===== src/rtl/proc_scan_ctrl.sv =====
// Frame scan controller: walks the frame buffer once, counts dominant-colour
// pixels per channel and reports the winning colour with a one-cycle done pulse.
module proc_scan_ctrl #(
   parameter int            AW       = 15,
   parameter int            DW       = 12,
   parameter int            IMA_SIZE = 19200,
   parameter logic [3:0]    THR      = 4'd8,
   parameter logic [14:0]   MIN_CNT  = 15'd1200
) (
   input  logic          clk,
   input  logic          rst,
   input  logic          start,
   input  logic          frame_ready,
   output logic [AW-1:0] proc_addr_in,
   input  logic [DW-1:0] proc_data_in,
   output logic          capture_hold,
   output logic          busy,
   output logic          done,
   output logic [1:0]    color_id,
   output logic [14:0]   cnt_r,
   output logic [14:0]   cnt_g,
   output logic [14:0]   cnt_b
);

   typedef enum logic [2:0] {
      IDLE,
      WAIT_FRAME,
      SCAN,
      DRAIN,
      DECIDE,
      DONE
   } state_t;

   localparam logic [AW-1:0] LAST_ADDR = AW'(IMA_SIZE - 1);
   localparam logic [14:0]   CNT_MAX   = 15'h7FFF;

   state_t        r_state;
   state_t        w_next;
   logic [AW-1:0] r_addr;
   logic          r_pixValid;
   logic [14:0]   r_cntR;
   logic [14:0]   r_cntG;
   logic [14:0]   r_cntB;
   logic [1:0]    r_colorId;

   logic          w_startScan;
   logic          w_lastAddr;
   logic [3:0]    w_r;
   logic [3:0]    w_g;
   logic [3:0]    w_b;
   logic          w_isRed;
   logic          w_isGreen;
   logic          w_isBlue;
   logic [1:0]    w_winner;

   assign w_startScan = (r_state == IDLE) && start;
   assign w_lastAddr  = (r_state == SCAN) && (r_addr == LAST_ADDR);

   always_ff @(posedge clk or negedge rst) begin
      if (!rst) begin
         r_state <= IDLE;
      end else begin
         r_state <= w_next;
      end
   end

   always_comb begin
      w_next = r_state;
      case (r_state)
         IDLE:       if (start)       w_next = WAIT_FRAME;
         WAIT_FRAME: if (frame_ready) w_next = SCAN;
         SCAN:       if (w_lastAddr)  w_next = DRAIN;
         DRAIN:                       w_next = DECIDE;
         DECIDE:                      w_next = DONE;
         DONE:                        w_next = IDLE;
         default:                     w_next = IDLE;
      endcase
   end

   // Address is held at zero outside SCAN, so the reserved pixel is never read.
   always_ff @(posedge clk or negedge rst) begin
      if (!rst) begin
         r_addr <= '0;
      end else if (w_next == SCAN) begin
         r_addr <= (r_state == SCAN) ? r_addr + 1'b1 : '0;
      end else begin
         r_addr <= '0;
      end
   end

   // Buffer read latency is one cycle, so classification trails the address.
   always_ff @(posedge clk or negedge rst) begin
      if (!rst) begin
         r_pixValid <= 1'b0;
      end else begin
         r_pixValid <= (r_state == SCAN);
      end
   end

   assign w_r = proc_data_in[11:8];
   assign w_g = proc_data_in[7:4];
   assign w_b = proc_data_in[3:0];

   assign w_isRed   = (w_r >= THR) && (w_r > w_g) && (w_r > w_b);
   assign w_isGreen = (w_g >= THR) && (w_g > w_r) && (w_g > w_b);
   assign w_isBlue  = (w_b >= THR) && (w_b > w_r) && (w_b > w_g);

   always_ff @(posedge clk or negedge rst) begin
      if (!rst) begin
         r_cntR <= '0;
         r_cntG <= '0;
         r_cntB <= '0;
      end else if (w_startScan) begin
         r_cntR <= '0;
         r_cntG <= '0;
         r_cntB <= '0;
      end else if (r_pixValid) begin
         if (w_isRed && (r_cntR != CNT_MAX)) begin
            r_cntR <= r_cntR + 1'b1;
         end
         if (w_isGreen && (r_cntG != CNT_MAX)) begin
            r_cntG <= r_cntG + 1'b1;
         end
         if (w_isBlue && (r_cntB != CNT_MAX)) begin
            r_cntB <= r_cntB + 1'b1;
         end
      end
   end

   // A colour wins only with a strict majority over both others and enough pixels.
   always_comb begin
      w_winner = 2'd0;
      if ((r_cntR > r_cntG) && (r_cntR > r_cntB) && (r_cntR >= MIN_CNT)) begin
         w_winner = 2'd1;
      end else if ((r_cntG > r_cntR) && (r_cntG > r_cntB) && (r_cntG >= MIN_CNT)) begin
         w_winner = 2'd2;
      end else if ((r_cntB > r_cntR) && (r_cntB > r_cntG) && (r_cntB >= MIN_CNT)) begin
         w_winner = 2'd3;
      end
   end

   always_ff @(posedge clk or negedge rst) begin
      if (!rst) begin
         r_colorId <= 2'd0;
      end else if (r_state == DECIDE) begin
         r_colorId <= w_winner;
      end
   end

   assign proc_addr_in = r_addr;
   assign busy         = (r_state != IDLE);
   assign done         = (r_state == DONE);
   assign capture_hold = (r_state == SCAN) || (r_state == DRAIN) || (r_state == DECIDE);
   assign color_id     = r_colorId;
   assign cnt_r        = r_cntR;
   assign cnt_g        = r_cntG;
   assign cnt_b        = r_cntB;

endmodule


===== config.mk =====
export PLATFORM = sky130hd
export DESIGN_NAME = proc_scan_ctrl
export DESIGN_NICKNAME = d
export VERILOG_FILES = /design/src/rtl/proc_scan_ctrl.sv
export SDC_FILE = /design/constraint.sdc
export NUM_CORES = 1
export LEC_CHECK = 0
export BUFFER_PORTS_ARGS = -buffer_cell sky130_fd_sc_hd__buf_2
export CELL_PAD_IN_SITES_DETAIL_PLACEMENT = 1
export CELL_PAD_IN_SITES_GLOBAL_PLACEMENT = 1
export CORE_MARGIN = 10
export CORE_UTILIZATION = 39
export DETAILED_ROUTE_END_ITERATION = 6
export GPL_ROUTABILITY_DRIVEN = 1
export MAX_ROUTING_LAYER = met4
export PLACE_DENSITY_LB_ADDON = 0.15
export SYNTH_ARGS = -nofsm -noshare
export SYNTH_HDL_FRONTEND = slang
export SYNTH_SLANG_ARGS = --single-unit

===== constraint.sdc =====
create_clock -name clk -period 1.9 [get_ports clk]
set_input_delay 0.095 -clock clk [delete_from_list [all_inputs] [get_ports clk]]
set_output_delay 0.095 -clock clk [all_outputs]
set_load 0.05 [all_outputs]

==> results.env, run 1 <==
GLOBAL_ROUTE_WIRE_LENGTH_BEFORE_REPAIR_UM=31900
SLEW_MARGIN_REL_PCT=66.1
VIOLATIONS_IN_THE_FINAL_REPORTS='setup timing'
SYN_AREA_UM2=4740
FLOORPLAN.INITIALDENSITY_PCT=39.7
SHARE_OF_CELLS_ABOVE_DRIVE_STRENGTH_1_PCT=51.2
FIN_CRIT_SH_PCT=114
MAX_CAP_VIOL_COUNT=0
GLOBALPLACE.CONGESTION=0.901
REMAINING_DRC_ERRORS=0
DESIGN_POWER_TOTAL_mW=5.33
GRT_PASS1_VIAS=5817
GRT_MAX_DEGREE=67
CLOCK-SINKS=66
WIDTH_OF_THE_CHIP_UM=130
SYNTH.LIB_CELLS_USED.DISTINCT=42
DETAIL_ROUTE.WIRELENGTH_UM=23500
DOMINANTREGCELLSYNTH='sky130_fd_sc_hd__dfrtp_1'
MULTIINPUTGATEAREA_UM2=3580
SYNTHESIS.INSTANCES=543
WORST_SETUP_PATH_END_KIND='flop'
MAXSLEWVIOLCOUNT=0
NETLIST.AREA_LEADER.SHARE_PCT=34.8
IO_BUFFERS=80
MAX-CLOCK-PATH-BUFFERS=2
MET3WIRELENGTH_UM=1190
H_TREE_DEPTH=3
SYN_AREA_CELL_UM2=8.74
WORST_SKEW_PAIR.LATE_LATENCY_NS=0.35
CRITPATHMAXFANOUT=5
SYNTHTOLAYOUTAREAGROWTH_PCT=59.6
NUMBER_OF_ENABLE_FLIP_FLOP_CELLS_AFTER_SYNTHESIS=0
CTS_TREE='done'
IO_PINS=81
LAYOUT_SETUP_WS_NS=-0.275
SYNTH_SEQ_AREA_SHARE_PCT=34.8
REGAREA_UM2=1700
FMAXACHIEVABLE_GHz=0.460
TIMING.CRITICAL_PATH.REQUIRED_NS=2.12
HPWLAFTERDP_UM=13500
MIN-DELAY-PATH-CLASS='input port to flop'
SKEW_NS=0.00870
FINAL-SETUP-VIOL-COUNT=31
AVGROUTEDWIREPERCELL_UM=25.5
PATH_CLASS='flop to flop'
SYNTH_MOST_COMMON_CELL='sky130_fd_sc_hd__dfrtp_1'
MET2ROUTEDLENGTH_UM=11900
WORST-ENDPOINT-ARRIVAL_NS=2.39
FIN_CRIT_NS=2.17
YS_TOP_CELLS_BY_AREA='sky130_fd_sc_hd__dfrtp_1 35%, sky130_fd_sc_hd__ha_1 17%, sky130_fd_sc_hd__nor2_1 4.6%'
SYNTH_REGISTER_BITS=66
SYNTH.NET_COUNT=623
ANTENNADIODECOUNT=0
OUTCOME='complete, but fails checks'
YS_WARN_COUNT=0
GRT_SETUP_UNREPAIRED='yes'
OVERALL_VIA_COUNT_FROM_DETAIL_ROUTE=5553
SYNTH.CELLS.MOST_FREQUENT='66 x sky130_fd_sc_hd__dfrtp_1, 64 x sky130_fd_sc_hd__ha_1, 58 x sky130_fd_sc_hd__nor2_1'
DESIGN.DIE.AREA_UM2=17000
CLK_TRANSITION_REPORTED_PATHS_NS=0.06
TNS_NS=-2.78
CTS.ROOT.BUFFER_CELL='sky130_fd_sc_hd__clkbuf_16'
DIE_H_UM=130
POWER.LEAKAGE_nW=3.42
WORST_IR_DROP_VDD_mV=0.457
ASYNC_RESET_FF_SHARE_PCT=100
DETAIL_ROUTE.VIAS_PER_CELL=6.03
NETS=849
LIBRARY_CELL_WITH_THE_LARGEST_SUMMED_AREA_AFTER_SYNTHESIS='sky130_fd_sc_hd__dfrtp_1'
NUMCTSBUFFERS=9
GLOBALROUTETOTALUTIL_PCT=24.8
POST_ROUTE_MET1_WIRELENGTH_UM=9340
ANT_NETS=0
PWR_DENSITY_CELL_nW_PER_UM2=703
FIN_CELLS=921
DP_CELLS=866
CORE.ROWCOUNT=40
FINAL-HOLD-VIOLATION-COUNT=0
DETAIL_ROUTE.ITER0.VIOLATIONS=491
REMAINING_OVERFLOW_GRT=0
TIMING_WORST_SLEW_PIN_VALUE_NS=0.507
CORE_AREA_UM2=12000
FILLERINSTANCES=1336
DRTPASS1ITERATIONS=4
TOP_LAYER='met4'
ANTENNA_FOUND_INITIAL=0
CRITICAL_PATH_START_TYPE='flop'
logic make-up after synthesis:
family | after synthesis | synth area share (%)
AND/OR/NAND/NOR | 217 | 24.1
flip-flops | 66 | 34.8
XOR/XNOR | 33 | 6.09
adder cells (fa/ha/maj) | 64 | 16.9
AO/OA/AOI/OAI | 105 | 13.6
buffers and inverters | 58 | 4.59
cell type report:
cell class / count / area share [%]
Multi-Input combinational cell: 420 / 47.3
Sequential cell: 66 / 22.5
Timing Repair Buffer: 224 / 21.2
Clock buffer: 9 / 2.97
Inverter: 48 / 2.51
Tap cell: 147 / 2.43
Clock inverter: 7 / 1.04
flip-flops by register name (all words and copies together) (netlist names):
| name | flops |
|---|---|
| proc_addr_in | 15 |
| r_state | 3 |
| cnt_r | 15 |
| cnt_g | 15 |
| r_pixValid | 1 |
| cnt_b | 15 |
| color_id | 2 |
placed cells by master, fill, tap and decap left out, types with 4 or more instances in the layout:
cell                        netlist  layout
sky130_fd_sc_hd__or3_4            0       8
sky130_fd_sc_hd__o211ai_1         7       7
sky130_fd_sc_hd__nand3_4          0       5
sky130_fd_sc_hd__nand3b_1         4       4
sky130_fd_sc_hd__buf_4            0     126
sky130_fd_sc_hd__nor2_2           0       4
sky130_fd_sc_hd__nand3_1         34      28
sky130_fd_sc_hd__inv_2            0      11
sky130_fd_sc_hd__o21ai_0         26      16
sky130_fd_sc_hd__xnor2_1         24      22
sky130_fd_sc_hd__buf_2            0      79
sky130_fd_sc_hd__nor2_1          58      54
sky130_fd_sc_hd__buf_12           0       6
sky130_fd_sc_hd__a21oi_1         43      21
sky130_fd_sc_hd__clkbuf_16        0       9
sky130_fd_sc_hd__or3_1           17       9
sky130_fd_sc_hd__and2_1           4       4
sky130_fd_sc_hd__nand2_1         28      27
sky130_fd_sc_hd__o31ai_2          0       5
sky130_fd_sc_hd__dfrtp_1         66      24
sky130_fd_sc_hd__and3_1           6       4
sky130_fd_sc_hd__o21ai_1          1       8
sky130_fd_sc_hd__a21oi_2          0      21
sky130_fd_sc_hd__or4_4            0       5
sky130_fd_sc_hd__buf_6            0      12
sky130_fd_sc_hd__dfrtp_2          0      42
sky130_fd_sc_hd__nand4_1         25      25
sky130_fd_sc_hd__nor3_1          14      10
sky130_fd_sc_hd__ha_1            64      43
sky130_fd_sc_hd__nor2b_1          4       4
sky130_fd_sc_hd__xor2_1           9       9
sky130_fd_sc_hd__inv_1           48      35
sky130_fd_sc_hd__clkinv_4         0       4
sky130_fd_sc_hd__nor4_1           7       4
sky130_fd_sc_hd__ha_4             0      21
sky130_fd_sc_hd__a211oi_2         0       4
report_power, final:
group          total (mW)  internal, mW  switching [mW]  leakage [nW]
sequential           1.64          1.50           0.142         0.845
clock                1.78          1.03           0.750         0.150
combinational        1.91         0.683            1.23          2.42
stage by stage:
step / util (%) / instance area, um2 / hold WS (ns) / setup WS [ns]
floorplan: - / 4920 / -0.201 / -0.225
global placement: 52.7 / 6300 / 0.152 / -0.257
detailed placement: 52.7 / 6300 / 0.153 / -0.355
CTS: 60.0 / 7170 / 0.0276 / -0.0545
global route: 63.3 / 7570 / 0.0380 / -0.316
finish: 63.3 / 7570 / 0.0285 / -0.275
routing by layer:
metal / vias up / global-route usage (%)
met5: - / -
met4: 0 / 10.4
met3: 85 / 4.87
met2: 225 / 42.1
met1: 2825 / 28.0
li1: 2418 / -
critical path, stage by stage, from the launching register on:
cell	delay, ns
sky130_fd_sc_hd__dfrtp_2	0.44
sky130_fd_sc_hd__and4_4	0.25
sky130_fd_sc_hd__nand4_1	0.14
sky130_fd_sc_hd__or4_4	0.50
sky130_fd_sc_hd__o211ai_1	0.13
sky130_fd_sc_hd__buf_4	0.19
sky130_fd_sc_hd__nor2_2	0.06
sky130_fd_sc_hd__xnor2_1	0.23
sky130_fd_sc_hd__nor2_1	0.10
worst paths after layout:
path | startpoint | to | slack, ns | depth (start not counted)
setup / recovery | cnt_b[6] | cnt_b[4] | -0.27 | 8
max in group asynchronous | rst | cnt_g[12] | 1.24 | 3
min in group asynchronous | rst | cnt_r[9] | 0.30 | 3
hold / removal | frame_ready | r_state[1] | 0.03 | 3
setup reg to reg | cnt_b[6] | cnt_b[4] | -0.27 | 8
hold reg to reg | proc_addr_in[0] | proc_addr_in[0] | 0.51 | 1
timing repair:
action	CTS	global route
endpoints found under the setup margin	38	44
gates resized for setup	60	71
hold buffers	1	0
hold endpoints to repair	66	0
setup buffers	26	12
gates cloned	1	0
pin swaps	42	35
(Power assumes the default switching activity.)
==> run 2: changes to the inputs <==
Settings changed: ABC_AREA from default to 1, CORE_UTILIZATION 39 to 38.
==> run 2 against run 1 <==
Effect of this change:
- synthesized cell count is 40% higher
- global-route usage is 4.5 points lower
- non-clock buffer count is 80 lower
- critical path type unchanged
- flip-flop and latch count stayed put
- sequential power is 3% higher
- total power is 24% higher
- core utilization is 14 points lower
- the flow now finishes without violations
==> results.env, run 2 <==
GLOBALROUTETOTALUTIL_PCT=20.3
OVERALL_VIA_COUNT_FROM_DETAIL_ROUTE=5709
WORST_SKEW_PAIR.LATE_LATENCY_NS=0.35
CORE_AREA_UM2=14400
SYNTH_SEQ_AREA_SHARE_PCT=29.7
H_TREE_DEPTH=3
DETAIL_ROUTE.VIAS_PER_CELL=5.23
DETAIL_ROUTE.ITER0.VIOLATIONS=321
IO_PINS=81
WIDTH_OF_THE_CHIP_UM=141
WORST_SETUP_PATH_END_KIND='flop'
FINAL-SETUP-VIOL-COUNT=0
DIE_H_UM=141
FIN_CRIT_SH_PCT=94.9
FMAXACHIEVABLE_GHz=0.554
SYNTH.CELLS.MOST_FREQUENT='181 x sky130_fd_sc_hd__nand2_1, 94 x sky130_fd_sc_hd__inv_1, 81 x sky130_fd_sc_hd__nor2_1'
GRT_PASS1_VIAS=6016
TNS_NS=0
SYNTH.LIB_CELLS_USED.DISTINCT=35
WORST_IR_DROP_VDD_mV=0.460
FIN_CRIT_NS=1.80
LAYOUT.CELLS.MOST_COMMON='sky130_fd_sc_hd__nand2_1'
MOST_FREQUENT_CELLS_IN_THE_LAYOUT='180 x sky130_fd_sc_hd__nand2_1, 86 x sky130_fd_sc_hd__inv_1, 80 x sky130_fd_sc_hd__buf_2'
REMAINING_OVERFLOW_GRT=0
ANTENNA_FOUND_INITIAL=0
DETAIL_ROUTE.WIRELENGTH_UM=20100
SYN_AREA_CELL_UM2=7.32
CTS_TREE='done'
WORSTPATHCELLLIST='ha_1 -> nand2_1 -> nand2_1 -> nand2_1 -> nand2_1 -> a21oi_1 -> nand2_1 -> nor2_1 -> nand2_1 -> nand2_1 -> nand2_1 -> nand2_1'
GLOBALPLACE.CONGESTION=0.945
MAX-CLOCK-PATH-BUFFERS=2
LAYOUT.CELL_AREA.NON_FILLER_UM2=7140
ANT_NETS=0
FLOORPLAN.INITIALDENSITY_PCT=38.6
REMAINING_DRC_ERRORS=0
DESIGN.DIE.AREA_UM2=19900
GLOBAL_ROUTE_WIRE_LENGTH_BEFORE_REPAIR_UM=31800
NUMCTSBUFFERS=9
POWER.LEAKAGE_nW=3.78
SYNTH_MOST_COMMON_CELL='sky130_fd_sc_hd__nand2_1'
NETS=983
CRITPATHBUFINV=0
HOLD-WORST-SLACK_NS=0.0776
YS_WARN_COUNT=0
SHARE_OF_CELLS_ABOVE_DRIVE_STRENGTH_1_PCT=26.9
SYN_AREA_UM2=5560
CLK_TRANSITION_REPORTED_PATHS_NS=0.06
DOMINANTREGCELLSYNTH='sky130_fd_sc_hd__dfrtp_1'
CRITICAL_PATH_START_TYPE='flop'
PATH_CLASS='flop to flop'
CP_COMMON_CELL='sky130_fd_sc_hd__nand2_1'
SYNTHESIS.INSTANCES=760
DRTPASS1ITERATIONS=4
SLEW_MARGIN_REL_PCT=65.9
HPWLAFTERDP_UM=15000
GRT_MAX_DEGREE=65
AVGROUTEDWIREPERCELL_UM=18.4
FINAL-HOLD-VIOLATION-COUNT=0
FILLERINSTANCES=1813
SYNTHTOLAYOUTAREAGROWTH_PCT=28.4
LIBRARY_CELL_WITH_THE_LARGEST_SUMMED_AREA_AFTER_SYNTHESIS='sky130_fd_sc_hd__dfrtp_1'
CRITICAL-PATH-SLOWEST-CELL='sky130_fd_sc_hd__dfrtp_2'
CRITPATHMAXFANOUT=9
TIMING.CRITICAL_PATH.REQUIRED_NS=2.19
GRT_SETUP_UNREPAIRED='yes'
CTS.ROOT.BUFFER_CELL='sky130_fd_sc_hd__clkbuf_16'
MAXSLEWVIOLCOUNT=0
NUMBER_OF_ENABLE_FLIP_FLOP_CELLS_AFTER_SYNTHESIS=0
ANTENNADIODECOUNT=0
OUTCOME='completed'
MIN-DELAY-PATH-CLASS='input port to async pin'
SKEW_NS=0.00650
CORE.ROWCOUNT=44
WORST-ENDPOINT-ARRIVAL_NS=2.10
WORST_PATH_DOMINANT_CELL_FAMILY='simple AND/OR/NAND/NOR gates'
TIMING_WORST_SLEW_PIN_VALUE_NS=0.507
PWR_DENSITY_CELL_nW_PER_UM2=923
CRIT_PATH_MAX_INCR_DELAY_NS=0.50
CLOCK-SINKS=66
NETLIST.AREA_LEADER.SHARE_PCT=29.7
SYNTH_REGISTER_BITS=66
PLACEMENT.CELL_AREA_UM2=6450
ASYNC_RESET_FF_SHARE_PCT=100
YS_TOP_CELLS_BY_AREA='sky130_fd_sc_hd__dfrtp_1 30%, sky130_fd_sc_hd__ha_1 14%, sky130_fd_sc_hd__nand2_1 12%'
IO_BUFFERS=80
MAX_CAP_VIOL_COUNT=0
SYNTH.NET_COUNT=840
==> run 2: metrics by stage <==
| stage | setup slack [ns] | cells | utilization (%) | power [mW] |
|---|---|---|---|---|
| 2_1_floorplan | 0.000584 | 760 | - | 3.53 |
| 3_3_place_gp | -0.0392 | 1047 | 44.7 | 4.30 |
| 3_5_place_dp | -0.0874 | 1047 | 44.7 | 4.39 |
| 4_1_cts | 0.000979 | 1068 | 47.5 | 6.45 |
| 5_1_grt | -0.0200 | 1092 | 49.5 | 6.99 |
| 6_report | 0.0963 | 1092 | 49.5 | 6.59 |
==> run 2: kinds of logic after synthesis <==
family                   count (synthesis)  synth area share (%)
AND/OR/NAND/NOR                        421                  35.4
buffers and inverters                  114                  8.25
XOR/XNOR                                44                  6.93
flip-flops                              66                  29.7
AO/OA/AOI/OAI                           51                  5.35
adder cells (fa/ha/maj)                 64                  14.4
==> run 2: worst reg2reg max path, delay by kind of cell (launching register included) <==
kind	cells	cell delay [ns]
AO/OA/AOI/OAI	1	0.17
adder cells (fa/ha/maj)	1	0.32
flip-flops	1	0.50
AND/OR/NAND/NOR	10	0.75
==> run 2: cell type report <==
type | instances | area [um2] | share of cell area, %
inverter | 101 | 392 | 5.48
tap | 184 | 230 | 3.22
clock inverter | 6 | 115 | 1.61
timing repair buffer | 144 | 918 | 12.9
sequential | 66 | 1690 | 23.6
multi-input combinational | 581 | 3570 | 50.0
clock buffer | 10 | 229 | 3.20
==> run 2: worst paths after layout <==
path | from | endpoint | slack, ns | cells past startpoint
max in group asynchronous | rst | cnt_g[11] | 1.20 | 3
min in group clk | proc_data_in[11] | cnt_r[8] | 0.31 | 6
worst min-delay path | rst | cnt_r[1] | 0.08 | 2
worst min register to register | proc_addr_in[0] | proc_addr_in[0] | 0.46 | 1
worst max register to register | cnt_b[8] | color_id[0] | 0.1 | 12
worst max-delay path | cnt_b[8] | color_id[0] | 0.1 | 12
==> run 2: timing repair <==
action	CTS	global route
setup buffers	3	23
endpoints found under the setup margin	2	45
pin swaps	0	2
hold endpoints to repair	67	0
gates cloned	0	1
gates resized for setup	6	38
hold buffers	2	0
==> run 2: report_power, final <==
group	total (mW)	switching [mW]	leakage [nW]	internal (mW)
clock network	1.99	0.706	0.163	1.29
logic	2.91	2.05	2.74	0.867
registers	1.69	0.141	0.872	1.54
total	6.59	2.89	3.78	3.70
==> run 2: metal layers <==
metal,share of wire [%],GRT usage (%),vias up
met3,3.6,3.19,33
met5,0,-,-
met4,2.1,6.63,0
met2,49,33.3,117
li1,-,-,2762
met1,46,25.1,2797
==> run 3: changes to the inputs <==
Settings changed: PLACE_DENSITY_LB_ADDON 0.15 to 0.1, TNS_END_PERCENT from default to 50.
==> run 3 against run 2 <==
Effect of this change:
- via count decreased by 0.12%
- combinational power fell by 1%
- first-iteration DRC count down 31%
- worst setup slack got worse by 0.025 ns
- sequential share of layout area fell by 0.26 points
- hold slack improved by 0.18 ns
- final area up 0.44%
- die area is the same
- critical path type unchanged
- core utilization up 0.22 points
- critical endpoint is now cnt_b[4]
- global-route usage is 0.31 points lower
- largest cell class unchanged
==> results.env, run 3 (synthesis gave the netlist of run 2 again) <==
OUTCOME='completed'
GLOBALROUTEMET2UTIL_PCT=32.1
REMAINING_OVERFLOW_GRT=0
WORSTPATHCELLLIST='ha_4 -> nand2_4 -> nor2_4 -> nand2_2 -> nor3_2 -> nand3_2 -> nand3_4 -> clkbuf_16 -> nand3_1 -> nand2_1'
FINAL-HOLD-VIOLATION-COUNT=0
MIN-DELAY-PATH-CLASS='input port to flop'
USE_MET3_PCT=2.69
MOST_FREQUENT_CELLS_IN_THE_LAYOUT='175 x sky130_fd_sc_hd__nand2_1, 87 x sky130_fd_sc_hd__inv_1, 80 x sky130_fd_sc_hd__buf_2'
OVERALL_VIA_COUNT_FROM_DETAIL_ROUTE=5702
FIN_CRIT_NS=1.83
CORE_AREA_UM2=14400
GLOBALROUTE.BUSIESTLAYER='met2'
ANT_NETS=0
HPWLAFTERDP_UM=15300
DETAIL_ROUTE.ITER0.VIOLATIONS=223
CRITICAL_PATH.ENDPOINT='cnt_b[4]'
FIN_CELLS=1097
DRTPASS1ITERATIONS=4
GLOBAL_ROUTE_WIRE_LENGTH_BEFORE_REPAIR_UM=31400
DESIGN.DIE.AREA_UM2=19900
SLEW_MARGIN_REL_PCT=56.7
AVGROUTEDWIREPERCELL_UM=18.1
CLOCK-SINKS=66
CRITPATHMAXFANOUT=6
DIE_H_UM=141
CRIT_PATH_MAX_INCR_DELAY_NS=0.42
FMAXACHIEVABLE_GHz=0.547
MAXSLEWVIOLCOUNT=0
PLACE_WORST_SETUP_SLACK_NS=-0.0407
DETAIL_ROUTE.VIAS_PER_CELL=5.20
LAYOUT.CELLS.MOST_COMMON='sky130_fd_sc_hd__nand2_1'
CTS_TREE='done'
CLK_TRANSITION_REPORTED_PATHS_NS=0.06
GRT_MAX_DEGREE=61
NUMCTSBUFFERS=9
DP_CELLS=1059
GRT_SETUP_UNREPAIRED='yes'
WORST_SKEW_PAIR.LATE_LATENCY_NS=0.35
WORST_IR_DROP_VDD_mV=0.481
GLOBALPLACE.CONGESTION=0.912
GRT_PASS1_VIAS=5896
DESIGN_POWER_TOTAL_mW=6.26
REMAINING_DRC_ERRORS=0
CRITICAL-PATH-SLOWEST-CELL='sky130_fd_sc_hd__dfrtp_2'
LAYOUT_SETUP_WS_NS=0.0715
MAX-CLOCK-PATH-BUFFERS=2
POWER.LEAKAGE_nW=3.83
TNS_NS=0
PATH_CLASS='flop to flop'
NETS=989
CRITPATHLAUNCH='cnt_b[1]'
FLOORPLAN.INITIALDENSITY_PCT=38.6
SKEW_NS=0.00411
H_TREE_DEPTH=3
FINAL_CORE_UTILIZATION_PCT=49.7
DETAIL_ROUTE.WIRELENGTH_UM=19800
TIMING.CRITICAL_PATH.REQUIRED_NS=2.18
MET1_USAGE_PCT=25.3
TIMING_WORST_SLEW_PIN_VALUE_NS=0.650
CRITICAL_PATH_START_TYPE='flop'
CTS.ROOT.BUFFER_CELL='sky130_fd_sc_hd__clkbuf_16'
IO_BUFFERS=80
SHARE_OF_CELLS_ABOVE_DRIVE_STRENGTH_1_PCT=27.1
WORST-ENDPOINT-ARRIVAL_NS=2.11
WORST_R2R_STARTPOINT='cnt_b[1]'
PWR_DENSITY_CELL_nW_PER_UM2=873
WIDTH_OF_THE_CHIP_UM=141
REGTOREGSETUPSLACK_NS=0.07
FIN_CRIT_SH_PCT=96.2
MAX_CAP_VIOL_COUNT=0
ANTENNADIODECOUNT=0
GLOBALROUTETOTALUTIL_PCT=20.0
ANTENNA_FOUND_INITIAL=0
CORE.ROWCOUNT=44
FINAL-SETUP-VIOL-COUNT=0
FF2FF_PATH_DEPTH=10
REG2REG_END='cnt_b[4]'
WORST_SETUP_PATH_END_KIND='flop'
IO_PINS=81
SYNTHTOLAYOUTAREAGROWTH_PCT=29.0
[run 3: cell count changes in the layout (fill, tap and decap cells not counted), moves of 3 or more]
| cell | delta |
|---|---|
| sky130_fd_sc_hd__dfrtp_2 | -9 |
| sky130_fd_sc_hd__nand2_1 | -5 |
| sky130_fd_sc_hd__nor3_1 | -3 |
| sky130_fd_sc_hd__nor3_2 | +3 |
| sky130_fd_sc_hd__dfrtp_1 | +9 |
| sky130_fd_sc_hd__buf_4 | +4 |
| sky130_fd_sc_hd__nand2_2 | +4 |
[run 3: worst min path at each step]
stage,cells after the start,to,from
after floorplan,0,cnt_b[0],rst
after global placement,1,r_state[2],rst
after detailed placement,1,r_state[2],rst
after CTS,5,r_state[0],start
after global routing,5,r_state[0],start
final,5,r_state[0],start
[run 3: stage by stage]
stage	area, um2	hold slack (ns)
after floorplan	5600	-0.201
after global placement	6530	0.147
after detailed placement	6530	0.158
after CTS	6850	0.188
after global routing	7180	0.278
final	7180	0.261
[run 3: report_power, final]
part           internal (mW)  switching, mW
logic                  0.869           2.00
registers               1.54          0.156
clock network           1.04          0.659
total                   3.45           2.82
[run 3: worst max-delay path: cells and delay by family, from the launching register on]
kind                       cells  cell delay (ns)
adders and majority gates      1             0.18
buffers and inverters          1             0.18
DFF                            1             0.42
and+or+nand+nor                8             0.98
[run 3: per-layer routing]
metal | routed length, um | part of all wire (%) | vias up
met2 | 9300 | 47 | 92
met5 | 0 | 0 | -
met3 | 597 | 3.0 | 28
met1 | 9500 | 48 | 2810
li1 | - | - | 2772
met4 | 412 | 2.1 | 0
[run 3: final cells by class]
cell class                 count  area (um2)
clock buffer                  10         239
clock inverter                 5        55.1
fill                        1838        7250
inverter                     101         395
multi-input combinational    581        3590
sequential                    66        1670
tap                          184         230
timing repair buffer         150         990
[run 3: repair_timing]
| action | in CTS | in global routing |
|---|---|---|
| setup buffers | 0 | 19 |
| endpoints found under the setup margin | 2 | 52 |
| endpoints found under the hold margin | 20 | 0 |
| resized for setup | 5 | 49 |
| pin swaps | 0 | 11 |
| gates cloned | 0 | 2 |
| hold buffers | 2 | 0 |
